--- config.mk ---
export PLATFORM = sky130hd
export DESIGN_NAME = tdm_nibble_receiver_flat
export DESIGN_NICKNAME = d
export VERILOG_FILES = /design/src/rtl/tdm_nibble_receiver_pkg.sv /design/src/rtl/tdm_nibble_receiver_if.sv /design/src/rtl/tdm_rx_timeout.sv /design/src/rtl/tdm_nibble_receiver.sv /design/src/flat_wrapper.sv
export SDC_FILE = /design/constraint.sdc
export NUM_CORES = 1
export LEC_CHECK = 0
export ABC_AREA = 1
export BUFFER_PORTS_ARGS = -buffer_cell sky130_fd_sc_hd__clkbuf_2
export CAP_MARGIN = 20
export CORE_AREA = 2 2 69 71
export DETAILED_ROUTE_END_ITERATION = 8
export DIE_AREA = 0 0 71 73
export PLACE_DENSITY = 0.83
export SLEW_MARGIN = 20
export SYNTH_ARGS = -nofsm -noshare
export SYNTH_HDL_FRONTEND = slang
export SYNTH_SLANG_ARGS = --single-unit
--- constraint.sdc ---
create_clock -name clk -period 1.9 [get_ports clk]
set_input_delay 0.38 -clock clk [delete_from_list [all_inputs] [get_ports clk]]
set_output_delay 0.38 -clock clk [all_outputs]
set_load 0.005 [all_outputs]
--- src/rtl/tdm_nibble_receiver_pkg.sv ---
// Shared types and sizes for the 4-lane nibble link receiver.
package tdm_pkg;

  typedef enum logic [1:0] {
    IDLE,
    COLLECT,
    COMMIT
  } state_e;

  localparam int unsigned NUM_LANES = 4;
  localparam int unsigned CHAN_W    = 2;
  localparam int unsigned COUNT_W   = 8;

  // Increment that sticks at all-ones.
  function automatic logic [COUNT_W-1:0] sat_inc(input logic [COUNT_W-1:0] v);
    return (v == '1) ? v : v + COUNT_W'(1);
  endfunction

endpackage

--- src/rtl/tdm_nibble_receiver_if.sv ---
// Beat handshake of the nibble link: lane-tagged payload with valid/ready.
interface tdm_nibble_receiver_if #(
  parameter int unsigned LANE_W = 4
);
  import tdm_pkg::*;

  logic [LANE_W-1:0] data_in;
  logic [CHAN_W-1:0] chan_in;
  logic              valid_in;
  logic              ready_out;

  modport master (output data_in, chan_in, valid_in, input ready_out);
  modport slave  (input data_in, chan_in, valid_in, output ready_out);

endinterface

--- src/rtl/tdm_rx_timeout.sv ---
// Idle down-counter: reloads on each accepted beat, flags expiry after CYCLES idle cycles.
module tdm_rx_timeout #(
  parameter int unsigned CYCLES = 255
) (
  input  logic clk,
  input  logic reset,
  input  logic active,
  input  logic reload,
  output logic expire_c
);

  localparam int unsigned CNT_W = $clog2(CYCLES + 1);

  logic [CNT_W-1:0] cnt_q;

  always_ff @(posedge clk) begin
    if (reset) begin
      cnt_q <= '0;
    end else if (reload) begin
      cnt_q <= CNT_W'(CYCLES);
    end else if (active && (cnt_q != '0)) begin
      cnt_q <= cnt_q - CNT_W'(1);
    end
  end

  // An accepted beat in the same cycle wins over expiry.
  assign expire_c = active && !reload && (cnt_q == CNT_W'(1));

endmodule

--- src/rtl/tdm_nibble_receiver.sv ---
// Reassembles lane 0..3 nibble beats into a frame and commits it atomically to data_out.
// Optional idle timeout inside a frame: define TDM_RX_TIMEOUT_EN.
module tdm_nibble_receiver
  import tdm_pkg::*;
#(
  parameter int unsigned LANE_W         = 4,
  parameter int unsigned TIMEOUT_CYCLES = 255
) (
  input  logic                        clk,
  input  logic                        reset,
  input  logic                        enable,
  tdm_nibble_receiver_if.slave        rx,
  output logic [NUM_LANES*LANE_W-1:0] data_out,
  output logic                        frame_done,
  output logic                        seq_error,
  output logic [COUNT_W-1:0]          frame_count,
  output logic [COUNT_W-1:0]          error_count
);

  state_e                              state_q, state_d;
  logic [CHAN_W-1:0]                   expect_q, expect_d;
  logic [NUM_LANES-1:0][LANE_W-1:0]    shadow_q, shadow_d;
  logic [NUM_LANES*LANE_W-1:0]         data_d;
  logic                                done_d, err_d;
  logic [COUNT_W-1:0]                  fcount_d, ecount_d;
  logic                                accept;
  logic                                timeout_c;

  assign rx.ready_out = enable && (state_q != COMMIT);
  assign accept       = rx.valid_in && rx.ready_out;

`ifdef TDM_RX_TIMEOUT_EN
  tdm_rx_timeout #(
    .CYCLES(TIMEOUT_CYCLES)
  ) u_timeout (
    .clk      (clk),
    .reset    (reset),
    .active   (state_q == COLLECT),
    .reload   (accept),
    .expire_c (timeout_c)
  );
`else
  assign timeout_c = 1'b0;
  if (TIMEOUT_CYCLES == 0) begin : g_timeout_unused
  end
`endif

  // Next-state and output decode.
  always_comb begin
    state_d  = state_q;
    expect_d = expect_q;
    shadow_d = shadow_q;
    data_d   = data_out;
    done_d   = 1'b0;
    err_d    = 1'b0;
    fcount_d = frame_count;
    ecount_d = error_count;

    case (state_q)
      IDLE: begin
        if (accept) begin
          if (rx.chan_in == CHAN_W'(0)) begin
            shadow_d[0] = rx.data_in;
            expect_d    = CHAN_W'(1);
            state_d     = COLLECT;
          end else begin
            err_d = 1'b1;
          end
        end
      end
      COLLECT: begin
        if (!enable) begin
          state_d = IDLE;
        end else if (accept) begin
          if (rx.chan_in == expect_q) begin
            shadow_d[expect_q] = rx.data_in;
            if (expect_q == CHAN_W'(NUM_LANES - 1)) begin
              state_d = COMMIT;
            end else begin
              expect_d = expect_q + CHAN_W'(1);
            end
          end else if (rx.chan_in == CHAN_W'(0)) begin
            // Lane 0 out of turn starts a fresh frame.
            err_d       = 1'b1;
            shadow_d[0] = rx.data_in;
            expect_d    = CHAN_W'(1);
          end else begin
            err_d   = 1'b1;
            state_d = IDLE;
          end
        end else if (timeout_c) begin
          err_d   = 1'b1;
          state_d = IDLE;
        end
      end
      COMMIT: begin
        data_d   = shadow_q;
        done_d   = 1'b1;
        fcount_d = frame_count + COUNT_W'(1);
        state_d  = IDLE;
      end
      default: state_d = IDLE;
    endcase

    if (err_d) begin
      ecount_d = sat_inc(error_count);
    end
  end

  always_ff @(posedge clk) begin
    if (reset) begin
      state_q     <= IDLE;
      expect_q    <= '0;
      shadow_q    <= '0;
      data_out    <= '0;
      frame_done  <= 1'b0;
      seq_error   <= 1'b0;
      frame_count <= '0;
      error_count <= '0;
    end else begin
      state_q     <= state_d;
      expect_q    <= expect_d;
      shadow_q    <= shadow_d;
      data_out    <= data_d;
      frame_done  <= done_d;
      seq_error   <= err_d;
      frame_count <= fcount_d;
      error_count <= ecount_d;
    end
  end

endmodule

--- src/flat_wrapper.sv ---
// flat-port wrapper written by rule: the top's interface ports become plain ports
module tdm_nibble_receiver_flat import tdm_pkg::*;
#(
  parameter int unsigned LANE_W         = 4,
  parameter int unsigned TIMEOUT_CYCLES = 255
)
  (clk, reset, enable, data_out, frame_done, seq_error, frame_count, error_count, rx_data_in, rx_chan_in, rx_valid_in, rx_ready_out);
  tdm_nibble_receiver_if #(.LANE_W(LANE_W)) rx_i ();
  input  logic clk;
  input  logic reset;
  input  logic enable;
  output logic [NUM_LANES*LANE_W-1:0] data_out;
  output logic frame_done;
  output logic seq_error;
  output logic [COUNT_W-1:0] frame_count;
  output logic [COUNT_W-1:0] error_count;
  input wire logic [$bits(rx_i.data_in)-1:0] rx_data_in;
  input wire logic [$bits(rx_i.chan_in)-1:0] rx_chan_in;
  input wire logic [$bits(rx_i.valid_in)-1:0] rx_valid_in;
  output wire logic [$bits(rx_i.ready_out)-1:0] rx_ready_out;
  assign rx_i.data_in = rx_data_in;
  assign rx_i.chan_in = rx_chan_in;
  assign rx_i.valid_in = rx_valid_in;
  assign rx_ready_out = rx_i.ready_out;
  tdm_nibble_receiver #(.LANE_W(LANE_W), .TIMEOUT_CYCLES(TIMEOUT_CYCLES)) u_core (.clk(clk), .reset(reset), .enable(enable), .rx(rx_i), .data_out(data_out), .frame_done(frame_done), .seq_error(seq_error), .frame_count(frame_count), .error_count(error_count));
endmodule
[Word-level counts from Yosys, hierarchy flattened]
Index checks and enable logic that the tools add are counted.
Storage, ports and cells
  register bits after elaboration: 54
  input bits: 10
  output and inout bits: 35
  logic and storage cells: 73
Operators by class
  $add $sub $neg: 3
  multiplexer cells: 31
  reduce and logical (&&, ||, !) cells: 11
  bitwise gates (word level): 1
  equal/unequal tests: 14
  $lt $le $gt $ge: 2
Operators with widths (count)
  $mux W2: 13
  $mux W4: 6
  $add A8 B1 Y8 const B: 2
  $bwmux W16: 1
  $reduce_and A5 Y1: 2
  $demux W4 S2: 1
  $eq A8 B8 Y1 const B: 1
  $pmux W2 S2: 2
  $pmux W4 S2: 1
  $reduce_and A4 Y1: 2
  $mux W1: 6
  $ne A2 B1 Y1 const B: 3
  $eq A2 B2 Y1 const B: 2
  $logic_not A2 Y1: 2
  $ne A2 B2 Y1 const B: 2
  $ne A4 B3 Y1 const B: 1
  $ne A4 B4 Y1 const B: 1
  $logic_and A1 B1 Y1: 3
  $lt A2 B3 Y1 const B: 1
  $ne A3 B2 Y1 const B: 1
  $ne A3 B3 Y1 const B: 1
  $add A2 B1 Y2 const B: 1
  $eq A2 B1 Y1 const B: 1
  $eq A2 B2 Y1: 1
  5 further kinds: 5

[Depth between registers and ports, before layout]
  depth in word-level cells: 9
  depth in mapped cells: 10
  mapped depth without buffers: 10

[Least setup slack after synthesis]
Ideal clock, no wire load.
  path type: register -> register
  from: reg u_core.error_count[0]
  to: reg u_core.error_count[2]
  setup time: 70 ps
  path slack: 519 ps
  cell stages (with the launch flop): 8
  data required time: 1830 ps
  arrival: 1310 ps
  clock period less this slack: 1381 ps
  path buffers: 0
  cell sequence: dfxtp_1 ha_1 nand2_1 inv_1 nand4_2 nand3_1 nand2_1 a21oi_1
Between the ends
  longest elaborated chain between the ends: 3
  elaborated cells between the ends (all ways): 4
RTL lines
  start, declared: RTL line tdm_nibble_receiver.sv:17  | output logic [COUNT_W-1:0] error_count
  start signal, assigned: RTL line tdm_nibble_receiver.sv:128  | error_count <= ecount_d;
  parallel branches: the longest is 3 deep, another holds $add A8 B1 Y8
Parallel ways; which one is timed is not known.
A chain may end at the register's enable or synchronous reset.

[Final worst setup path]
  from: reg u_core.state_q[0]
  to: out rx_ready_out
Between the ends
  longest elaborated chain between the ends: 2
RTL lines
  start, declared: RTL line tdm_nibble_receiver.sv:20  | state_e state_q, state_d;
  start signal, assigned: RTL line tdm_nibble_receiver.sv:121  | state_q <= state_d;
  $ne A2 B2 Y1: RTL line tdm_nibble_receiver.sv:29  | assign rx.ready_out = enable && (state_q != COMMIT);
  $logic_and A1 B1 Y1: RTL line tdm_nibble_receiver.sv:29
  end, declared: RTL line flat_wrapper.sv:20  | output wire logic [$bits(rx_i.ready_out)-1:0] rx_ready_out;
No other way between the ends.

==> flow_metrics.py <==
metrics = {
    "setup_path": {
        "cp.required_ps": 1520,
        "r2r_cells": 7,
        "crit_path_end_kind": "output port",
        "crit_slowest_cell": "dfxtp_1",
        "cp_top_family": "flip-flops",
        "cp.depth": 5,
        "cpPeakStageDelay_ps": 430,
        "crit_buf_inv": 3,
        "crit_top_cell": "inv_1",
        "cp_max_fo": 18,
        "arrival_ps": 1230,
        "path_cells": "inv_1 -> nand2_4 -> nand2_1 -> inv_1 -> clkbuf_2",
        "path_class": "flop to output port",
        "startpoint_type": "flop",
    },
    "die": {
        "dieArea_um2": 5183,
        "ios": 45,
        "die_w_um": 71,
        "die_h_um": 73,
        "num_rows": 25,
        "core_um2": 4536,
        "start_util": 0.5150,
    },
    "clock_tree": {
        "clockBufferDepth": 2,
        "numClockSinks": 54,
        "cts_tree": "yes",
        "path_clk_slew_ps": 100,
        "insertion_delay_ps": 300,
        "ctsResizeCount": 0,
        "holdBufCountCts": 0,
        "cts_setup_buffers": 0,
        "numCtsBuffers": 5,
        "cts_root_buf": "clkbuf_8",
        "cts-htree-levels": 2,
    },
    "place": {
        "port_buffers": 44,
        "place_ws_ps": 320.8,
        "placed_area_um2": 2618,
        "gp_congestion": 0.9454,
        "dpl.hpwl_um": 3421,
    },
    "synthesis": {
        "syn-num-nets": 342,
        "synth_top_area_share": 0.4628,
        "yosysTopAreaCell": "dfxtp_1",
        "synthTopCellsByArea": "dfxtp_1, nor2_1, nand2_1, o21ai_0, inv_1",
        "synthArstFlopShare": 0,
        "netlist_area_um2": 2336,
        "synthDistinctLibCells": 25,
        "synth_edf_count": 0,
        "ys_ff_latch": 54,
        "postSynthAreaPerCell_um2": 7.166,
        "ys_seq_area_frac": 0.4628,
        "synth_most_common_cell": "nor2_1",
        "synthTopCellsByCount": "nor2_1, nand2_1, dfxtp_1, inv_1, o21ai_0",
        "synthCells": 326,
        "synth_warnings": 0,
        "synth_flop_cell": "dfxtp_1",
    },
    "cells_and_area": {
        "drive_gt1_frac": 0.1635,
        "layout.nets": 388,
        "area_growth_pct": 16.93,
        "fillers": 424,
        "antennaDiodeCount": 0,
        "design_area_um2": 2731,
    },
    "drt": {
        "initialDrtViolationCount": 126,
        "wl_per_cell_um": 11.10,
        "drt-vias-per-instance": 5.028,
        "drtPass1Iterations": 4,
        "wl_um": 4741,
        "drc": 0,
        "vias": 2147,
        "final_antenna_net_count": 0,
    },
    "timing": {
        "maxSlewViolCount": 0,
        "fin_setup_tns_ps": 0,
        "slew_headroom": 0.7622,
        "setup_viol": 0,
        "clock_skew_ps": 7.619,
        "min_period_over_period": 0.8456,
        "finalHoldViolations": 0,
        "layout_min_cycle_time_ps": 1607,
        "rsz0062_at_grt": "false",
        "tightest_slew_ps": 356.4,
        "fmax_ghz": 0.6224,
        "worst_slack_ps": 293.3,
    },
    "global_route": {
        "grt_pass1_vias": 1794,
        "grt_pass1_wl_um": 7755,
        "grt-ovfl-total": 0,
        "grt_start_max_net_pins": 30,
        "grt_usage": 0.1836,
        "antenna_found_initial": 0,
    },
    "power": {
        "vdd_drop_max_v": 0.0002975,
        "p_per_area_nw_per_um2": 741.0,
        "p_leak_nw": 1.251,
    },
    "flow_run": {
        "drv_cap": 0,
    },
    "min_path": {
        "holdPathStages": 3,
        "min_path_type": "primary input to flop",
    },
    "run_status": {
        "status": "finished clean",
    },
}
==> kinds of logic after synthesis <==
logic type,count (synthesis),synth area share
xor+xnor,5,0.01875
compound gates,55,0.1194
simple gates,164,0.2983
buf+inv,42,0.06856
flops,54,0.4628
fa+ha+maj,6,0.03214
==> layer usage <==
metal / share of wire / track usage / vias to the layer above / wire length [um]
met5: 0 / 0 / - / 0
met4: 0.0084 / 0.04822 / 0 / 40
met3: 0.053 / 0.03729 / 5 / 249
met2: 0.47 / 0.3157 / 52 / 2247
met1: 0.46 / 0.2365 / 960 / 2203
li1: - / - / 1130 / -
==> worst register-to-register path, stage by stage, from the launching register on <==
cell and delay (ps):
dfxtp_1 400, ha_1 210, nand2_1 60, inv_1 100
nand4_2 230, nand3_1 320, nand2_1 90, a21oi_1 130
==> final timing paths <==
kind                                             from  slack (ps)               endpoint
worst max-delay path                u_core.state_q[0]         290           rx_ready_out
worst min-delay path                    rx_data_in[3]         370    u_core.shadow_q[15]
worst max register to register  u_core.error_count[0]         300  u_core.error_count[3]
worst min register to register     u_core.shadow_q[3]         460     u_core.data_out[3]
==> where the power goes <==
| part | internal, W | switching [W] | total (W) |
|---|---|---|---|
| Sequential | 0.00114 | 0.00000568 | 0.00114 |
| Combinational | 0.0000362 | 0.0000720 | 0.000108 |
| Clock | 0.000392 | 0.000379 | 0.000771 |
| Total | 0.00157 | 0.000457 | 0.00202 |
==> state kept, by name (all words and copies together) (netlist names) <==
register            cells
u_core.frame_done       1
u_core.frame_count      8
u_core.seq_error        1
u_core.data_out        16
u_core.state_q          2
u_core.shadow_q        16
u_core.expect_q         2
u_core.error_count      8
==> stage by stage <==
| stage | std cells | total power, W | hold WS (ps) | util |
|---|---|---|---|---|
| finish | 427 | 0.002024 | 367.0 | 0.6022 |
| global route | 427 | 0.002100 | 372.5 | 0.6022 |
| CTS | 427 | 0.002038 | 359.1 | 0.6022 |
| detailed placement | 419 | 0.001279 | 444.5 | 0.5771 |
| global placement | 419 | 0.001277 | 439.4 | 0.5771 |
| floorplan | 326 | 0.001240 | 429.3 | - |
==> area by class of cell <==
class | instances | area [um2] | share of cell area
multi-input cells | 230 | 1095 | 0.4008
flip-flops and latches | 54 | 1081 | 0.3958
repair buffers | 48 | 250.2 | 0.09162
inverters | 33 | 123.9 | 0.04535
clock buffers | 5 | 68.82 | 0.02519
well taps | 54 | 67.56 | 0.02474
clock inverters | 3 | 45.04 | 0.01649
==> cell usage in the layout (no fill, tap or decap), drive strengths merged <==
| cell type | Yosys | layout |
|---|---|---|
| ha | 6 | 6 |
| inv | 33 | 33 |
| xor2 | 2 | 2 |
| bufinv | 0 | 1 |
| o21ai | 33 | 33 |
| nand2 | 59 | 59 |
| clkinvlp | 0 | 2 |
| nand3b | 2 | 2 |
| nor2 | 74 | 74 |
| nand3 | 19 | 19 |
| a21oi | 20 | 20 |
| o21a | 1 | 1 |
| a31oi | 1 | 1 |
| xnor2 | 3 | 3 |
| clkbuf | 6 | 49 |
| and2 | 1 | 1 |
| buf | 3 | 4 |
| nor3 | 3 | 3 |
| dfxtp | 54 | 54 |
| nand4 | 6 | 6 |
(Power assumes the default switching activity.)
